$ cat src/rtl/results_conv_pkg.sv
// Shared definitions for the results-conversion character path.
//   out_state_e  : output presentation FSM encodings
//   DefaultDepth : default character FIFO depth
//   IdleChar     : value driven on dout when nothing has been presented
package results_conv_pkg;

  typedef enum logic {
    StEmpty   = 1'b0,
    StPresent = 1'b1
  } out_state_e;

  localparam int unsigned DefaultDepth = 4;
  localparam logic [7:0]  IdleChar     = 8'h00;

endpackage

$ cat src/rtl/rcc_char_fifo.sv
// Character FIFO for rcc_char_reader. Storage, pointers and occupancy.
// Also provides a look-ahead of the next head character (bypassing the write
// data when the FIFO is about to go from empty to one entry) so the parent
// can register dout without an extra cycle of latency.
//   clk_i        : clock
//   reset_i      : asynchronous active-high reset (pointers/count only)
//   push_i       : write wdata_i at the tail (caller guarantees space)
//   pop_i        : drop the head entry (caller guarantees non-empty)
//   wdata_i      : character to write
//   count_o      : current occupancy
//   full_o       : occupancy equals DEPTH
//   count_next_o : occupancy after this cycle's push/pop
//   head_next_o  : head character after this cycle's push/pop
module rcc_char_fifo #(
  parameter int unsigned DEPTH = 4,
  localparam int unsigned AW = $clog2(DEPTH),
  localparam int unsigned CW = AW + 1
) (
  input  logic          clk_i,
  input  logic          reset_i,
  input  logic          push_i,
  input  logic          pop_i,
  input  logic [7:0]    wdata_i,
  output logic [CW-1:0] count_o,
  output logic          full_o,
  output logic [CW-1:0] count_next_o,
  output logic [7:0]    head_next_o
);

  logic [7:0]    mem_q [DEPTH];
  logic [AW-1:0] wr_ptr_q, rd_ptr_q;
  logic [AW-1:0] rd_ptr_next;
  logic [CW-1:0] count_q, count_after_pop;

  // Storage is never reset; only entries covered by count are ever read.
  always_ff @(posedge clk_i) begin
    if (push_i) begin
      mem_q[wr_ptr_q] <= wdata_i;
    end
  end

  always_ff @(posedge clk_i or posedge reset_i) begin
    if (reset_i) begin
      wr_ptr_q <= '0;
      rd_ptr_q <= '0;
      count_q  <= '0;
    end else begin
      if (push_i) wr_ptr_q <= wr_ptr_q + AW'(1);
      if (pop_i)  rd_ptr_q <= rd_ptr_q + AW'(1);
      count_q <= count_next_o;
    end
  end

  always_comb begin
    count_next_o    = count_q + CW'(push_i) - CW'(pop_i);
    count_after_pop = count_q - CW'(pop_i);
    rd_ptr_next     = rd_ptr_q + AW'(pop_i);
    // If nothing survives the pop, the only possible new head is the write data.
    if (count_after_pop == '0) begin
      head_next_o = wdata_i;
    end else begin
      head_next_o = mem_q[rd_ptr_next];
    end
  end

  assign count_o = count_q;
  assign full_o  = (count_q == CW'(DEPTH));

endmodule

$ cat src/rtl/rcc_char_reader.sv
// Reads converted DTMF characters from an upstream holding register and
// presents them to a host through a valid/ready style interface.
// One character is captured per falling edge of the load strobe, queued in a
// small FIFO, and presented on a registered output.
//   rcc_clk    : clock
//   reset      : asynchronous active-high reset
//   enable     : holding-register load strobe (capture on its falling edge)
//   din        : holding-register character
//   rd_ready   : host accepts the presented character
//   clr_ovf    : clear the sticky overflow flag
//   dout       : presented character
//   dout_valid : dout holds an undelivered character
//   count      : stored characters, including the presented one
//   ovf        : sticky flag, a character was dropped because the FIFO was full
module rcc_char_reader
  import results_conv_pkg::*;
#(
  parameter int unsigned DEPTH = DefaultDepth
) (
  input  logic                     rcc_clk,
  input  logic                     reset,
  input  logic                     enable,
  input  logic [7:0]               din,
  input  logic                     rd_ready,
  input  logic                     clr_ovf,
  output logic [7:0]               dout,
  output logic                     dout_valid,
  output logic [$clog2(DEPTH):0]   count,
  output logic                     ovf
);

  localparam int unsigned CW = $clog2(DEPTH) + 1;

  out_state_e    state_q, state_d;
  logic          enable_q;
  logic [7:0]    dout_q, dout_d;
  logic          ovf_q, ovf_d;
  logic          capture, pop, push, drop, full;
  logic [CW-1:0] count_next;
  logic [7:0]    head_next;

  assign capture = enable_q & ~enable;
  assign pop     = (state_q == StPresent) & rd_ready;
  // A pop in the same cycle frees the slot, so a full FIFO still accepts.
  assign push    = capture & (~full | pop);
  assign drop    = capture & full & ~pop;

  rcc_char_fifo #(
    .DEPTH (DEPTH)
  ) u_fifo (
    .clk_i        (rcc_clk),
    .reset_i      (reset),
    .push_i       (push),
    .pop_i        (pop),
    .wdata_i      (din),
    .count_o      (count),
    .full_o       (full),
    .count_next_o (count_next),
    .head_next_o  (head_next)
  );

  always_ff @(posedge rcc_clk or posedge reset) begin
    if (reset) begin
      enable_q <= 1'b0;
      state_q  <= StEmpty;
      dout_q   <= IdleChar;
      ovf_q    <= 1'b0;
    end else begin
      enable_q <= enable;
      state_q  <= state_d;
      dout_q   <= dout_d;
      ovf_q    <= ovf_d;
    end
  end

  always_comb begin
    state_d = state_q;
    dout_d  = dout_q;
    if (count_next != '0) begin
      state_d = StPresent;
      // Reload only when nothing is presented or the host took the current one,
      // keeping dout stable under backpressure.
      if ((state_q == StEmpty) || pop) begin
        dout_d = head_next;
      end
    end else begin
      state_d = StEmpty;
      if (pop) dout_d = IdleChar;
    end
  end

  // Set wins over clear.
  always_comb begin
    ovf_d = ovf_q;
    if (clr_ovf) ovf_d = 1'b0;
    if (drop)    ovf_d = 1'b1;
  end

  assign dout       = dout_q;
  assign dout_valid = (state_q == StPresent);
  assign ovf        = ovf_q;

endmodule

$ cat config.mk
export PLATFORM = sky130hd
export DESIGN_NAME = rcc_char_reader
export DESIGN_NICKNAME = d
export VERILOG_FILES = /design/src/rtl/results_conv_pkg.sv /design/src/rtl/rcc_char_fifo.sv /design/src/rtl/rcc_char_reader.sv
export SDC_FILE = /design/constraint.sdc
export NUM_CORES = 1
export LEC_CHECK = 0
export BUFFER_PORTS_ARGS = -buffer_cell sky130_fd_sc_hd__buf_2
export CELL_PAD_IN_SITES_DETAIL_PLACEMENT = 2
export CELL_PAD_IN_SITES_GLOBAL_PLACEMENT = 2
export CORE_UTILIZATION = 30
export CTS_CLUSTER_DIAMETER = 40
export DETAILED_ROUTE_END_ITERATION = 8
export PLACE_DENSITY = 0.58
export SYNTH_ARGS = -nofsm -noshare
export SYNTH_HDL_FRONTEND = slang
export SYNTH_SLANG_ARGS = --single-unit
$ cat constraint.sdc
create_clock -name rcc_clk -period 3.8 [get_ports rcc_clk]
set_input_delay 0.95 -clock rcc_clk [delete_from_list [all_inputs] [get_ports rcc_clk]]
set_output_delay 0.95 -clock rcc_clk [all_outputs]
set_load 0.02 [all_outputs]
# Word level (Yosys, flattened, before mapping)
# Memories as Yosys holds them, arrays and structs flattened.
# Cells that the tools add are included.
# classes
add_sub_neg	6
n_eq_ne	2
mux	9
bitwise_logic	10
reduce_logical	6
# op_table
op	count
$mux W8	4
$sub A3 B1 Y3	2
$and A1 B1 Y1	5
$mux W1	5
$add A2 B1 Y2 const B	2
$not A1 Y1	4
$reduce_bool A2 Y1	2
$add A3 B1 Y3	1
$eq A3 B3 Y1 const B	1
$logic_not A3 Y1	1
$reduce_bool A3 Y1	1
$add A2 B1 Y2	1
$ne A2 B1 Y1 const B	1
$reduce_and A2 Y1	1
$logic_or A1 B1 Y1	1
$or A1 B1 Y1	1
# totals
register_bits	18
mem_bits_rw	32
in_bits	13
output_inout_bits	13
wordCells	41
mem_count	1
# memory_table
name	depth	word_bits	read_ports	rd_ports_with_merged_regs	wr	line	source
u_fifo.mem_q	4	8	1	0	1	rcc_char_fifo.sv:30	logic [7:0] mem_q [DEPTH];

# Depth between registers and ports, before layout
# Gate-level depths: netlist (run 1).
# logic_depth
ltp_word	9
mapped_depth	10
ltp_nobuf	9

# Cells and area by module
# From an unflattened synthesis (run 1), not the netlist that was laid out.
# unflattened
hier_cells	123
area_unflattened_um2	2199.6
# modules_own_cells
mod	n_inst	cells_each	area_each_um2
rcc_char_fifo	1	89	1747.9
rcc_char_reader	1	34	451.7

# Least setup slack after synthesis (run 1)
# Ideal clock, no wire load.
# synth_timing
path_type	input -> register
startpoint	input port rd_ready
endpoint	register dout_q[6] (netlist: dout[6])
arrival_ps	3114
required_time_ps	3733
setup_slack_ps	619
stages	10
path_buffers	1
cell_sequence	and2_1 -> clkbuf_1 -> nor3_1 -> nor2_1 -> ha_1 -> fa_1 -> or3_1 -> o21ba_2 -> nor2b_1 -> a221o_1
# synth_between
elab_chain_cells	8
# synth_rtl
item	line	source
from (decl)	rcc_char_reader.sv:24	input logic rd_ready,
$and A1 B1 Y1 *	rcc_char_reader.sv:43	assign pop = (state_q == StPresent) & rd_ready;
named net pop	rcc_char_reader.sv:38	logic capture, pop, push, drop, full;
$or A1 B1 Y1 *	rcc_char_reader.sv:45	assign push = capture & (~full | pop);
$and A1 B1 Y1 *	rcc_char_reader.sv:45	
named net push	rcc_char_reader.sv:38	
$add A3 B1 Y3 *	rcc_char_fifo.sv:55	count_next_o = count_q + CW'(push_i) - CW'(pop_i);
$sub A3 B1 Y3 *	rcc_char_fifo.sv:55	
named net count_next[1]	rcc_char_reader.sv:39	logic [CW-1:0] count_next;
$reduce_bool A3 Y1 *	rcc_char_reader.sv:79	if (count_next != '0) begin
$ne A2 B1 Y1 (no line) or $reduce_bool A2 Y1 (tied branches)	--	
$reduce_and A2 Y1 (no line)	--	
to (signal assigned)	rcc_char_reader.sv:66	dout_q <= IdleChar;
to (signal assigned)	rcc_char_reader.sv:71	dout_q <= dout_d;
to (decl)	rcc_char_reader.sv:36	logic [7:0] dout_q, dout_d;
# The timed path passes the listed nets; every way through them passes the cells marked *. The select of a mux whose other input is x is not followed.
# A chain may end at the register's enable or synchronous reset.

# Worst setup path in the final report (run 1)
# layout_timing
startpoint	input port rd_ready
endpoint	register dout_q[1] (netlist: dout[1])
# layout_between
elab_chain_cells	8
# layout_rtl
item	line
$and A1 B1 Y1 *	rcc_char_reader.sv:43
$or A1 B1 Y1	rcc_char_reader.sv:45
$and A1 B1 Y1	rcc_char_reader.sv:45
$add A3 B1 Y3	rcc_char_fifo.sv:55
$sub A3 B1 Y3 *	rcc_char_fifo.sv:55
named net count_next[2]	rcc_char_reader.sv:39
$reduce_bool A3 Y1 *	rcc_char_reader.sv:79
$ne A2 B1 Y1 (no line) or $reduce_bool A2 Y1 (tied branches)	--
$reduce_and A2 Y1 (no line)	--
# Marked as above.

==> results of run 1 <==
## cells in the mapped netlist
library cell	number
mux2_2	1
nand3_1	1
o41ai_1	1
nor2_1	1
nor3_1	1
or3_1	1
ha_1	9
nor2b_1	9
inv_1	8
nand2b_1	3
o21ba_2	1
clkbuf_1	1
and2_1	5
xor2_1	2
mux4_2	8
nor3_2	1
buf_1	1
nor3_4	1
xnor2_1	3
fa_1	1
dfrtp_1	18
xnor3_1	1
nand2_1	1
a221o_1	8
a311oi_2	1
edfxtp_1	32
## power breakdown
part	internal [mW]	switching (mW)	total (mW)
Sequential	0.710	0.0771	0.787
Combinational	0.395	0.461	0.856
Clock	0.197	0.168	0.365
Total	1.30	0.706	2.01
## how the worst min path moves through the flow
| stage | slack, ps | cells past startpoint | endpoint | startpoint |
|---|---|---|---|---|
| finish | 500 | 2 | ovf | ovf |
| global route | 520 | 1 | u_fifo.rd_ptr_q[1] | u_fifo.rd_ptr_q[1] |
| CTS | 510 | 2 | ovf | ovf |
| detailed placement | 480 | 2 | ovf | ovf |
| global placement | 480 | 1 | u_fifo.rd_ptr_q[0] | u_fifo.rd_ptr_q[0] |
| floorplan | 460 | 1 | u_fifo.rd_ptr_q[1] | u_fifo.rd_ptr_q[1] |
## routing by layer
metal  up-vias  track usage (%)
li1        522                -
met1       625             17.1
met2        17             24.6
met3         2             4.14
met4         0             3.18
met5         -                0
## metrics by stage
step	hold slack, ps	power, mW	utilization, %	area, um^2
2_1_floorplan	464	1.39	-	2110
3_3_place_gp	480	1.62	35.0	2380
3_5_place_dp	482	1.67	35.0	2380
4_1_cts	510	2.05	36.6	2480
5_1_grt	523	2.14	36.6	2480
6_report	501	2.01	36.6	2480
## cell type report
cell class	count	share of cell area, %
Sequential cell	50	56.8
Tap cell	96	4.84
Inverter	8	1.21
Clock inverter	1	1.21
Timing Repair Buffer	29	6.25
Clock buffer	7	3.07
Multi-Input combinational cell	60	26.6
## cells by family after synthesis
group           synth area share [%]
mux                             9.07
buf+inv                         1.78
flops                           66.9
fa+ha+maj                       6.29
compound gates                  5.40
simple gates                    7.41
xor+xnor                        3.14
## cell usage in the layout, fill, tap and decap left out, drive strengths merged, types with 5 or more instances in the layout
| cell type | n |
|---|---|
| a221o | 8 |
| and2 | 5 |
| buf | 29 |
| clkbuf | 7 |
| dfrtp | 18 |
| edfxtp | 32 |
| ha | 9 |
| inv | 8 |
| mux4 | 8 |
| nor2b | 9 |
## state kept, by name (all words and copies together), names as in the netlist
register and cells:
u_fifo.mem_q 32, dout 8, u_fifo.count_o 3, u_fifo.rd_ptr_q 2, u_fifo.wr_ptr_q 2, dout_valid 1
enable_q 1, ovf 1
## worst max-delay path: stages
cell     delay (ps)
buf_2           100
and2_1          220
ha_1            380
inv_1            60
ha_1            190
fa_1            370
xnor3_1         270
nor3_4          230
nor3_2           80
buf_4           180
a221o_1         360
==> flow_summary.toml, run 1 <==
[worst_setup_path]
crit_start = "rd_ready"
cp.arrival_ps = 3380
end_kind = "register"
worstPathMaxFanout = 8
cp-endpoint = "dout[1]"
r2r_setup_slack_ps = 900
startpoint_type = "input port"
r2r_start = "dout_valid"
r2r_end = "dout[1]"
critPathKind = "input port to register"
worstRegToRegCells = 10
critical_path_required_ps = 3980

[route]
wl_met3_um = 134
m1WireLength_um = 2070
top_layer = "met4"
routed_wl_um = 4710
postRouteAntennaNets = 0
drt_pass1_iterations = 4
drt-initial-drc-count = 57
via_per_inst = 4.65
route.met2.wl_um = 2490
drt-wirelength-per-cell_um = 18.8
via_count = 1166
drc = 0

[final_layout]
multi_input_area_um2 = 661
nets = 177
syn_to_final_growth_pct = 17.7
drive_above_1_share_pct = 31.0
final_cells = 251
seqCellArea_um2 = 1410
fillCellCount = 679
n_antenna_cell = 0

[sta]
finalClockSkew_ps = 5.73
max_freq_mhz = 312
drv_slew = 0
finalWorstSetupSlack_ps = 598
tightest_slew_ps = 771
setup_violations = 0
finalSetupTns_ps = 0
relSlewSlack_pct = 48.5
hold_viol_final = 0
rsz0062_at_grt = "no"
layout_min_cycle_time_ps = 3200
fin_crit_sh_pct = 84.3

[clock_network]
cts_buffer_depth = 2
cts_buffers = 5
post_cts_buffers = 0
ctsResizeCount = 0
clock-root-buffer = "clkbuf_8"
clkLatencyLatePin_ps = 300
clk_pin_slew_ps = 90
cts_tree = "built"
htree_levels = 2
postCtsHoldBufs = 0
cts.sinks = 50

[place]
dp.cells = 243
pre_cts_ws_ps = 302
dp_hpwl_um = 3380
io_buffers = 25
gp_congestion = 0.765

[floorplanning]
die_h_um = 85.9
pin_count = 26
die_area_um2 = 7370
die_x_um = 85.9
core_area_um2 = 6790
start_util_pct = 31.0
rows = 30

[run]
maxCapViolations = 0

[global_routing]
grt_util_all_layers_pct = 14.0
grt_max_degree = 19
grt-ovfl-total = 0
antenna_found_initial = 0
grt_pass1_vias = 1307
grt_pass1_wl_um = 7360

[synthesis]
synth.distinct_cells = 26
syn_nets = 143
synth_area_leaders = "edfxtp_1 46%, dfrtp_1 21%, mux4_2 8.5%"
ys_seq_elements = 50
syn_area_per_cell_um2 = 17.6
synth_top_area_share_pct = 45.6
ys_seq_area_share_pct = 66.9
synth_area_leader_cell = "edfxtp_1"
synth_area_um2 = 2110
synth_warnings = 0
synthCells = 120

[power]
powerDensity_nw_per_um2 = 808
leakage_nw = 0.968
ir_drop_uv = 201

[hold_path]
hold_path.class = "register to register"

[status]
status = "completed"
(Power assumes the default switching activity.)
==> inputs of run 2 (changes only) <==
--- a/config.mk
+++ b/config.mk
@@ -11,7 +11,7 @@
 export CORE_UTILIZATION = 30
 export CTS_CLUSTER_DIAMETER = 40
 export DETAILED_ROUTE_END_ITERATION = 8
-export PLACE_DENSITY = 0.58
+export PLACE_DENSITY = 0.6
 export SYNTH_ARGS = -nofsm -noshare
 export SYNTH_HDL_FRONTEND = slang
 export SYNTH_SLANG_ARGS = --single-unit
==> constraint.sdc (replaced) <==
create_clock -name rcc_clk -period 2.8 [get_ports rcc_clk]
set_input_delay 0.7 -clock rcc_clk [delete_from_list [all_inputs] [get_ports rcc_clk]]
set_output_delay 0.7 -clock rcc_clk [all_outputs]
set_load 0.02 [all_outputs]
==> flow_summary.toml, run 2 (synthesized netlist as in run 1, its figures left out) <==
[hold_path]
hold_path.class = "input port to asynchronous set/reset pin"

[final_layout]
final_common_cell = "edfxtp_1"
mostFrequentLayoutCells = "32 x edfxtp_1, 25 x buf_2, 18 x dfrtp_1"
seqCellArea_um2 = 1410
nets = 182
n_antenna_cell = 0
drive_above_1_share_pct = 38.1
syn_to_final_growth_pct = 22.9
fillCellCount = 663
regMostFlops = "u_fifo.mem_q"
largest_reg_flops = 32
multi_input_area_um2 = 716

[sta]
drv_slew = 0
rsz0062_at_grt = "no"
fin_crit_sh_pct = 96.4
finalWorstSetupSlack_ps = 100
relSlewSlack_pct = 50.3
max_freq_mhz = 370
finalClockSkew_ps = 10.5
layout_min_cycle_time_ps = 2700
tightest_slew_ps = 745
setup_violations = 0
hold_viol_final = 0

[clock_network]
cts_buffer_depth = 2
cts.sinks = 50
clock-root-buffer = "clkbuf_8"
post_cts_buffers = 0
cts_tree = "built"
clk_pin_slew_ps = 90
htree_levels = 2
cts_buffers = 5
postCtsHoldBufs = 0
clkLatencyLatePin_ps = 300
ctsResizeCount = 0

[worst_setup_path]
crit_chain = "buf_2, and2_4, ha_4, inv_2, ha_4, fa_2, xnor3_1, nor3_4, a311oi_4, buf_4, a221o_1"
critPathKind = "input port to register"
end_kind = "register"
r2r_setup_slack_ps = 140
path_depth = 11
critical_path_required_ps = 2980
cp.arrival_ps = 2880
cp_top_family = "adder cells"
r2r_start = "dout_valid"
worstPathMaxFanout = 4
cp.buffers_inverters = 3
worstRegToRegCells = 10
cp_slowest_cell = "fa_2"
r2r_end = "dout[6]"
cp-endpoint = "dout[6]"
crit_top_cell = "ha_4"
max_stage_delay_ps = 350
crit_start = "rd_ready"
startpoint_type = "input port"

[route]
drt-initial-drc-count = 38
drt_pass1_iterations = 4
via_count = 1174
drc = 0
routed_wl_um = 4780
drt-wirelength-per-cell_um = 18.7
via_per_inst = 4.59
postRouteAntennaNets = 0

[global_routing]
grt_pass1_wl_um = 7610
grt_max_degree = 19
grt-ovfl-total = 0
grt_pass1_vias = 1354
antenna_found_initial = 0
grt_util_all_layers_pct = 14.3

[power]
leakage_nw = 0.999
ir_drop_uv = 335
power_mw = 2.92
powerDensity_nw_per_um2 = 1130

[run]
maxCapViolations = 0

[floorplanning]
die_h_um = 85.9
die_area_um2 = 7370
start_util_pct = 31.0
core_area_um2 = 6790
rows = 30
pin_count = 26
die_x_um = 85.9

[place]
pre_cts_ws_ps = -200
io_buffers = 25
gp_congestion = 0.740
dp_hpwl_um = 3390

[status]
status = "completed"
## run 2: final cells by class
cell class	instances	area share, %
Sequential cell	50	54.4
Timing Repair Buffer	34	7.92
Inverter	8	1.16
Tap cell	96	4.63
Clock buffer	6	2.80
Multi-Input combinational cell	60	27.6
Clock inverter	2	1.45
## run 2: per-stage QoR
stage / hold slack [ps] / area (um^2) / TNS (ps) / util, % / std cells
floorplan: 464 / 2170 / -432 / - / 120
global placement: 480 / 2480 / -974 / 36.5 / 248
detailed placement: 494 / 2480 / -1540 / 36.5 / 248
CTS: 505 / 2590 / 0 / 38.2 / 256
global route: 498 / 2590 / 0 / 38.2 / 256
finish: 506 / 2590 / 0 / 38.2 / 256
## run 2: per-layer routing
| layer | global-route usage, % | wire [um] |
|---|---|---|
| met2 | 25.9 | 2550 |
| met4 | 3.18 | 42 |
| met3 | 3.27 | 125 |
| met1 | 17.5 | 2060 |
| met5 | 0 | 0 |
## run 2: how the worst min path moves through the flow
| stage | from | end | slack, ps |
|---|---|---|---|
| 4_1_cts | enable | enable_q | 510 |
| 2_1_floorplan | u_fifo.rd_ptr_q[1] | u_fifo.rd_ptr_q[1] | 460 |
| 3_3_place_gp | u_fifo.rd_ptr_q[0] | u_fifo.rd_ptr_q[0] | 480 |
| 3_5_place_dp | u_fifo.rd_ptr_q[0] | u_fifo.rd_ptr_q[0] | 490 |
| 5_1_grt | enable | enable_q | 500 |
| 6_report | reset | dout[3] | 510 |
## run 2: power by group
group | switching [mW] | total (mW) | leakage (nW) | internal, mW
Sequential | 0.108 | 1.07 | 0.506 | 0.963
Clock | 0.241 | 0.508 | 0.0514 | 0.267
Combinational | 0.686 | 1.35 | 0.442 | 0.660
==> inputs of run 3 (changes only) <==
--- a/config.mk
+++ b/config.mk
@@ -9,6 +9,7 @@
 export CELL_PAD_IN_SITES_DETAIL_PLACEMENT = 2
 export CELL_PAD_IN_SITES_GLOBAL_PLACEMENT = 2
 export CORE_UTILIZATION = 30
+export CTS_BUF_LIST = sky130_fd_sc_hd__clkbuf_8
 export CTS_CLUSTER_DIAMETER = 40
 export DETAILED_ROUTE_END_ITERATION = 8
 export PLACE_DENSITY = 0.6
==> flow_summary.toml, run 3 (synthesized netlist as in run 1, its figures left out) <==
[power]
power_mw = 2.92
powerDensity_nw_per_um2 = 1130
ir_drop_uv = 335
leakage_nw = 1.00

[worst_setup_path]
end_kind = "register"
critical_path_required_ps = 2980
cp.arrival_ps = 2880
critPathKind = "input port to register"
crit_start = "rd_ready"
worstPathMaxFanout = 4
r2r_start = "dout_valid"
startpoint_type = "input port"

[floorplanning]
start_util_pct = 31.0
core_area_um2 = 6790
die_x_um = 85.9
die_area_um2 = 7370
rows = 30
die_h_um = 85.9
pin_count = 26

[sta]
fin_crit_sh_pct = 96.4
rsz0062_at_grt = "no"
tightest_slew_ps = 745
max_freq_mhz = 370
finalClockSkew_ps = 10.9
drv_slew = 0
setup_violations = 0
relSlewSlack_pct = 50.3
whs_ps = 506
hold_viol_final = 0
layout_min_cycle_time_ps = 2700

[final_layout]
drive_above_1_share_pct = 38.1
final_common_cell = "edfxtp_1"
regMostFlops = "u_fifo.mem_q"
n_antenna_cell = 0
fin_area_um2 = 2590
largest_reg_flops = 32
mostFrequentLayoutCells = "32 x edfxtp_1, 25 x buf_2, 18 x dfrtp_1"
final_cells = 256
syn_to_final_growth_pct = 22.9
nets = 182
fin_util_pct = 38.2

[hold_path]
hold_path.class = "input port to asynchronous set/reset pin"

[status]
status = "completed"

[place]
io_buffers = 25
dp.cells = 248
dp_hpwl_um = 3390
dpl_cell_area_um2 = 2480
gp_congestion = 0.740

[clock_network]
cts_buffers = 5
post_cts_buffers = 0
cts_buffer_depth = 2
clock-root-buffer = "clkbuf_8"
htree_levels = 2
cts_tree = "built"
postCtsHoldBufs = 0
clkLatencyLatePin_ps = 300
ctsResizeCount = 0
cts.sinks = 50
clk_pin_slew_ps = 90

[route]
drc = 0
via_count = 1174
postRouteAntennaNets = 0
routed_wl_um = 4780
drt_pass1_iterations = 4
via_per_inst = 4.59
drt-initial-drc-count = 38
drt-wirelength-per-cell_um = 18.7

[run]
maxCapViolations = 0

[global_routing]
grt_max_degree = 19
grt-ovfl-total = 0
grt_pass1_vias = 1354
grt_util_all_layers_pct = 14.3
antenna_found_initial = 0
grt_pass1_wl_um = 7610
[run 3: worst paths after layout]
| check | to | slack (ps) | cells after the start |
|---|---|---|---|
| setup / recovery | dout[6] | 100 | 11 |
| hold / removal | dout[3] | 510 | 2 |
| setup reg to reg | dout[6] | 140 | 10 |
| hold reg to reg | u_fifo.rd_ptr_q[0] | 510 | 1 |
| max in group asynchronous | u_fifo.wr_ptr_q[1] | 1810 | 2 |
| min in group rcc_clk | u_fifo.rd_ptr_q[0] | 510 | 1 |
[run 3: metal layers]
metal / GRT usage [%] / vias to the layer above / wire, um
li1: - / 531 / -
met1: 17.5 / 619 / 2060
met2: 25.9 / 20 / 2550
met3: 3.27 / 4 / 125
met4: 3.18 / 0 / 42
met5: 0 / - / 0
[run 3: metrics by stage]
stage | setup slack [ps] | setup TNS [ps]
finish | 100 | 0
global route | 55.5 | 0
CTS | 86.8 | 0
detailed placement | -200 | -1540
global placement | -125 | -974
floorplan | -54.9 | -432
[run 3: final cells by class]
| type | instances | area, um^2 |
|---|---|---|
| Clock buffer | 5 | 68.8 |
| Clock inverter | 3 | 41.3 |
| Fill cell | 663 | 4200 |
| Inverter | 8 | 30.0 |
| Multi-Input combinational cell | 60 | 716 |
| Sequential cell | 50 | 1410 |
| Tap cell | 96 | 120 |
| Timing Repair Buffer | 34 | 205 |
[run 3: worst max-delay path: stages]
cell	delay, ps
buf_2	100
and2_4	150
ha_4	270
inv_2	40
ha_4	150
fa_2	350
xnor3_1	250
nor3_4	270
a311oi_4	80
buf_4	180
a221o_1	320
[run 3: power by group]
part,switching (mW),internal [mW],leakage (nW)
logic,0.686,0.660,0.442
registers,0.108,0.963,0.506
clock network,0.241,0.263,0.0556
total,1.04,1.89,1.00
